[src/rtl/alu_muldiv_seq.sv]
// ---------------------------------------------------------------------------
// alu_muldiv_seq
//
// Multi-cycle 8x8 unsigned multiply / 8/8 unsigned divide sequencer. It owns
// the shared combinational 8-bit ALU while a command runs and steps it once
// per clock: ADD for shift-add multiply, SUB for restoring divide.
//
// Command side (valid/ready):
//   cmd_valid / cmd_ready   handshake; accepted only in IDLE
//   cmd_op                  0 = multiply, 1 = divide
//   cmd_a, cmd_b            multiplicand/multiplier or dividend/divisor
// Response side (valid/ready):
//   rsp_valid / rsp_ready   handshake; fields held until taken
//   rsp_hi                  product[15:8] or remainder
//   rsp_lo                  product[7:0]  or quotient
//   rsp_dz                  divide-by-zero flag
// ALU side:
//   alu_ina, alu_inb        operands (0 outside RUN)
//   alu_operation           opcode (OP_IDLE outside RUN)
//   alu_shamt               shift amount, always 0
//   alu_out, alu_cr         ALU result and carry / no-borrow flag
//
// Configuration macro:
//   MULDIV_ZERO_SKIP_EN     multiply with a zero operand completes on the
//                           accept edge instead of running 8 steps.
// ---------------------------------------------------------------------------
module alu_muldiv_seq #(
  parameter logic [3:0] OP_ADD  = 4'b0010,
  parameter logic [3:0] OP_SUB  = 4'b0110,
  parameter logic [3:0] OP_IDLE = 4'b0000
) (
  input  logic       clk,
  input  logic       rst,
  input  logic       cmd_valid,
  output logic       cmd_ready,
  input  logic       cmd_op,
  input  logic [7:0] cmd_a,
  input  logic [7:0] cmd_b,
  output logic       rsp_valid,
  input  logic       rsp_ready,
  output logic [7:0] rsp_hi,
  output logic [7:0] rsp_lo,
  output logic       rsp_dz,
  output logic [7:0] alu_ina,
  output logic [7:0] alu_inb,
  output logic [3:0] alu_operation,
  output logic [4:0] alu_shamt,
  input  logic [7:0] alu_out,
  input  logic       alu_cr
);

  typedef enum logic [1:0] {
    S_IDLE = 2'd0,
    S_RUN  = 2'd1,
    S_DONE = 2'd2
  } state_t;

  state_t     state_q, state_d;
  logic [2:0] cnt_q,   cnt_d;
  logic       op_q,    op_d;    // 0 = multiply, 1 = divide
  logic [7:0] acc_q,   acc_d;   // multiply accumulator / divide remainder
  logic [7:0] q_q,     q_d;     // multiplier shifting into product lo / quotient
  logic [7:0] m_q,     m_d;     // multiplicand / divisor
  logic       dz_q,    dz_d;

  // Divide working value: remainder shifted left with the next dividend bit.
  logic [7:0] div_shift;
  logic       take;

  assign div_shift = {acc_q[6:0], q_q[7]};

  // -------------------------------------------------------------------------
  // State and datapath registers
  // -------------------------------------------------------------------------
  always_ff @(posedge clk or posedge rst) begin
    if (rst) begin
      state_q <= S_IDLE;
      cnt_q   <= '0;
      op_q    <= 1'b0;
      acc_q   <= '0;
      q_q     <= '0;
      m_q     <= '0;
      dz_q    <= 1'b0;
    end else begin
      state_q <= state_d;
      cnt_q   <= cnt_d;
      op_q    <= op_d;
      acc_q   <= acc_d;
      q_q     <= q_d;
      m_q     <= m_d;
      dz_q    <= dz_d;
    end
  end

  // -------------------------------------------------------------------------
  // Next-state, datapath step and ALU drive
  // -------------------------------------------------------------------------
  always_comb begin
    state_d       = state_q;
    cnt_d         = cnt_q;
    op_d          = op_q;
    acc_d         = acc_q;
    q_d           = q_q;
    m_d           = m_q;
    dz_d          = dz_q;
    take          = 1'b0;
    alu_operation = OP_IDLE;
    alu_ina       = '0;
    alu_inb       = '0;

    unique case (state_q)
      S_IDLE: begin
        if (cmd_valid) begin
          op_d  = cmd_op;
          cnt_d = '0;
          dz_d  = 1'b0;
          acc_d = '0;
          if (cmd_op) begin
            // Divide: q holds the dividend, m the divisor.
            q_d = cmd_a;
            m_d = cmd_b;
            if (cmd_b == 8'd0) begin
              // Divide-by-zero answers immediately: all-ones quotient,
              // dividend returned as remainder.
              dz_d    = 1'b1;
              acc_d   = cmd_a;
              q_d     = 8'hFF;
              state_d = S_DONE;
            end else begin
              state_d = S_RUN;
            end
          end else begin
            // Multiply: q holds the multiplier, m the multiplicand.
            q_d = cmd_b;
            m_d = cmd_a;
`ifdef MULDIV_ZERO_SKIP_EN
            if ((cmd_a == 8'd0) || (cmd_b == 8'd0)) begin
              q_d     = '0;
              state_d = S_DONE;
            end else begin
              state_d = S_RUN;
            end
`else
            state_d = S_RUN;
`endif
          end
        end
      end

      S_RUN: begin
        if (!op_q) begin
          // Shift-add: add the multiplicand when the current multiplier bit
          // is set, then shift {carry, sum, q} right by one. Product low
          // bits migrate into q as the multiplier bits drain out.
          alu_operation = OP_ADD;
          alu_ina       = acc_q;
          alu_inb       = q_q[0] ? m_q : '0;
          acc_d         = {alu_cr, alu_out[7:1]};
          q_d           = {alu_out[0], q_q[7:1]};
        end else begin
          // Restoring divide. When the old remainder's top bit is set the
          // shifted value is >= 256 > divisor, so subtraction always wins
          // and the 8-bit ALU result is the correct wrapped remainder.
          alu_operation = OP_SUB;
          alu_ina       = div_shift;
          alu_inb       = m_q;
          take          = acc_q[7] | alu_cr;
          acc_d         = take ? alu_out : div_shift;
          q_d           = {q_q[6:0], take};
        end
        cnt_d = cnt_q + 3'd1;
        if (cnt_q == 3'd7) begin
          state_d = S_DONE;
        end
      end

      S_DONE: begin
        if (rsp_ready) begin
          state_d = S_IDLE;
        end
      end

      default: begin
        state_d = S_IDLE;
      end
    endcase
  end

  // -------------------------------------------------------------------------
  // Handshake and response outputs
  // -------------------------------------------------------------------------
  // Gated with rst so the block never advertises readiness while held in reset.
  assign cmd_ready = (state_q == S_IDLE) && !rst;
  assign rsp_valid = (state_q == S_DONE);
  assign rsp_hi    = acc_q;
  assign rsp_lo    = q_q;
  assign rsp_dz    = dz_q;
  assign alu_shamt = '0;

endmodule

[config.mk]
export PLATFORM = sky130hd
export DESIGN_NAME = alu_muldiv_seq
export DESIGN_NICKNAME = d
export VERILOG_FILES = /design/src/rtl/alu_muldiv_seq.sv
export SDC_FILE = /design/constraint.sdc
export NUM_CORES = 1
export LEC_CHECK = 0
export BUFFER_PORTS_ARGS = -buffer_cell sky130_fd_sc_hd__buf_2
export CORE_MARGIN = 3
export CORE_UTILIZATION = 44
export CTS_CLUSTER_SIZE = 12
export DETAILED_ROUTE_END_ITERATION = 6
export GPL_TIMING_DRIVEN = 0
export PLACE_DENSITY_LB_ADDON = 0.3
export SLEW_MARGIN = 20
export SYNTH_ARGS = -nofsm -noshare
export SYNTH_HDL_FRONTEND = slang
export SYNTH_SLANG_ARGS = --single-unit
[constraint.sdc]
create_clock -name clk -period 1.4 [get_ports clk]
set_clock_uncertainty 0.15 [all_clocks]
set_input_delay 0.07 -clock clk [delete_from_list [all_inputs] [get_ports clk]]
set_output_delay 0.07 -clock clk [all_outputs]
set_load 0.05 [all_outputs]
==> results.sh <==
export IMPL_cts_clk_slew_worst_paths_ns=0.07
export IMPL_synthFlopType="dfrtp_1"
export IMPL_crit_type="reg2reg"
export IMPL_comb_power_share_pct=75.4
export IMPL_wirelength_um=11800
export IMPL_ys_seq_area_share_pct=39.1
export IMPL_hp_class="in2reg"
export IMPL_cts_max_path_buffers=2
export IMPL_synth_edf_count=0
export IMPL_detail_route_vias_per_cell=6.84
export IMPL_drive_gt1_share_pct=69.9
export IMPL_slew_violations=0
export IMPL_start_kind="register"
export IMPL_die_area_mm2=0.00535
export IMPL_cts_tree="yes"
export IMPL_fin_util_pct=97.2
export IMPL_worst_pin_slew_ns=0.716
export IMPL_cts_root_buf="clkbuf_8"
export IMPL_violations="setup timing"
export IMPL_ys_top_cells_by_area="dfrtp_1 39%, mux2i_1 16%, o22ai_1 4.7%"
export IMPL_synth_top_area_share_pct=39.1
export IMPL_tns_ns=-15.04
export IMPL_finalHoldViolCount=0
export IMPL_max_freq_mhz=544
export IMPL_power_mw=12.1
export IMPL_grt_first_pass_wirelength_um=12700
export IMPL_finalSetupViolCount=52
export IMPL_start_util_pct=47.5
export IMPL_ys_ff_latch=31
export IMPL_fin_ws_ns=-0.437
export IMPL_outcome="finished, violations left"
export IMPL_wl_per_cell_um=30.1
export IMPL_fin_crit_sh_pct=131
export IMPL_yosysUniqueCellTypes=39
export IMPL_cp_required_ns=1.45
export IMPL_grt_ovfl_total=0
export IMPL_power_share_sequential_pct=17.7
export IMPL_crit_path_end="op_q"
export IMPL_vias=2683
export IMPL_syn_area_mm2=0.00198
export IMPL_leakage_nw=1.75
export IMPL_syn_avg_cell_area_um2=10.0
export IMPL_p_int_mw=5.79
export IMPL_relSlewSlack_pct=52.2
export IMPL_clk_latency_ns=0.30
export IMPL_end_kind="register"
export IMPL_syn_inst=198
export IMPL_placed_cell_area_mm2=0.00260
export IMPL_std_cell_rows=23
export IMPL_area_delta_synth_final_pct=105
export IMPL_critical_path_arrival_ns=1.89
export IMPL_rsz0062_at_grt="true"
export IMPL_die_width_um=73.1
export IMPL_grt_max_degree=32
export IMPL_peakVddDrop_uv=2160
export IMPL_netSwitchingFraction_pct=52.3
export IMPL_ant_nets=0
export IMPL_grtUsageTotal_pct=32.1
export IMPL_grt_pass1_vias=2371
export IMPL_core_mm2=0.00417
export IMPL_layout_min_cycle_time_ns=1.84
export IMPL_htreeDepth=2
export IMPL_ios=74
export IMPL_clkPwrFrac_pct=6.9
export IMPL_port_buffers=65
export IMPL_dp_slack_ns=-0.436
export IMPL_drt_pass1_iterations=5
export IMPL_instances_no_fill=392
export IMPL_maxCapViolations=0
export IMPL_yosys_warnings=0
export IMPL_r2r_start="state_q[1]"
export IMPL_yosys_area_top_type="dfrtp_1"
export IMPL_dieHeight_um=73.1
export IMPL_dp_hpwl_um=4070
export IMPL_r2r_slack_ns=-0.44
export IMPL_clkSinkCount=31
export IMPL_async_reset_ff_share_pct=100
export IMPL_dr_first_iter_drc_count=342
export IMPL_cts_buffers=5
export IMPL_worstReg2RegEnd="op_q"
export IMPL_netSwitchingPower_mw=6.34
export IMPL_power_density_mw_per_mm2=2990
export IMPL_critPathMaxFanout=5
export IMPL_nets=373
export IMPL_rr_worst_depth=7
export IMPL_antenna_found_initial=0
export IMPL_gp_congestion=0.870
export IMPL_postLayoutCellArea_mm2=0.00406
export IMPL_whs_ns=0.0349
export IMPL_n_antenna_cell=0
export IMPL_drc=0
export IMPL_startpoint="state_q[1]"
export IMPL_placedCellCount=319
synth_stat cells (all sizes together) (2+ instances only):
library cell	number
o21a	2
and2	8
o21ai	12
inv	4
nor2	13
nand2	11
o22ai	15
a22o	2
a21oi	8
o32ai	2
ha	2
nand4	7
o21bai	2
buf	14
a221oi	7
mux2i	31
clkbuf	5
mux2	7
or3b	2
dfrtp	31
nor3	2
nor2b	2
layer usage:
metal,share of wire [%],global-route usage [%]
met5,0,0
met4,9.2,11.9
met3,11,7.58
met2,49,56.4
met1,32,37.7
power by group through the flow:
stage	clock, mW	sequential, mW	combinational [mW]
after detailed placement	0	1.78	5.48
final	0.834	2.15	9.15
after floorplan	0	2.48	3.71
after CTS	0.803	1.89	7.76
after global routing	0.867	2.16	9.37
after global placement	0	1.75	5.41
what timing repair did:
item,CTS,global route
hold buffers,26,0
hold endpoints to repair,51,0
setup buffers,24,13
setup endpoints to repair,51,50
resized for setup,140,43
cloned,5,1
pin swaps,23,11
worst min-delay path by stage:
stage	startpoint	endpoint	slack, ns	cells after the start
4_1_cts	cmd_b[4]	rsp_lo[4]	0.0005	3
3_3_place_gp	alu_out[3]	rsp_hi[2]	0.23	3
2_1_floorplan	rst	cnt_q[0]	0.02	1
6_report	cmd_b[4]	rsp_lo[4]	0.03	3
5_1_grt	cmd_b[4]	rsp_lo[4]	0.03	3
3_5_place_dp	rst	state_q[0]	0.08	2
final cells by class:
class / count / area [µm²]
timing repair buffer: 133 / 1270
clock buffer: 8 / 100
fill: 63 / 118
tap: 50 / 62.6
buffer: 16 / 189
sequential: 31 / 790
inverter: 4 / 23.8
multi-input combinational: 150 / 1620
state kept, by name (all words and copies together) (netlist names):
signal and count:
m_q 8, state_q 2, rsp_dz 1, rsp_hi 8, cnt_q 3, op_q 1, rsp_lo 8
layout by cell type, fill, tap and decap left out, drive strengths merged, types with 3 or more instances in the layout:
cell type,count
mux2i,31
dfrtp,31
nand4,7
and2,8
inv,3
clkbuf,11
o22ai,15
dlygate4sd3,26
o21ai,12
mux2,7
nor2,13
a221oi,7
conb,7
buf,120
nand2,11
a21oi,8
worst max-delay path, cell delays in order, from the launching register on:
cell	delay, ns
dfrtp_2	0.42
buf_6	0.14
buf_6	0.12
buf_4	0.13
nor3b_4	0.37
buf_12	0.18
nand2_1	0.07
o21ai_1	0.15
cell families (layout without fill, tap and decap cells):
| logic type | after synthesis | count (layout) | share of synthesized area (%) |
|---|---|---|---|
| AO/OA/AOI/OAI | 54 | 54 | 19.1 |
| AND/OR/NAND/NOR | 49 | 49 | 14.2 |
| multiplexers | 38 | 38 | 19.6 |
| flip-flops | 31 | 31 | 39.1 |
| buffers and inverters | 23 | 161 | 6.50 |
| adder cells (fa/ha/maj) | 2 | 2 | 1.26 |
| other | 1 | 7 | 0.189 |
Power figures use the tool's default switching activity.
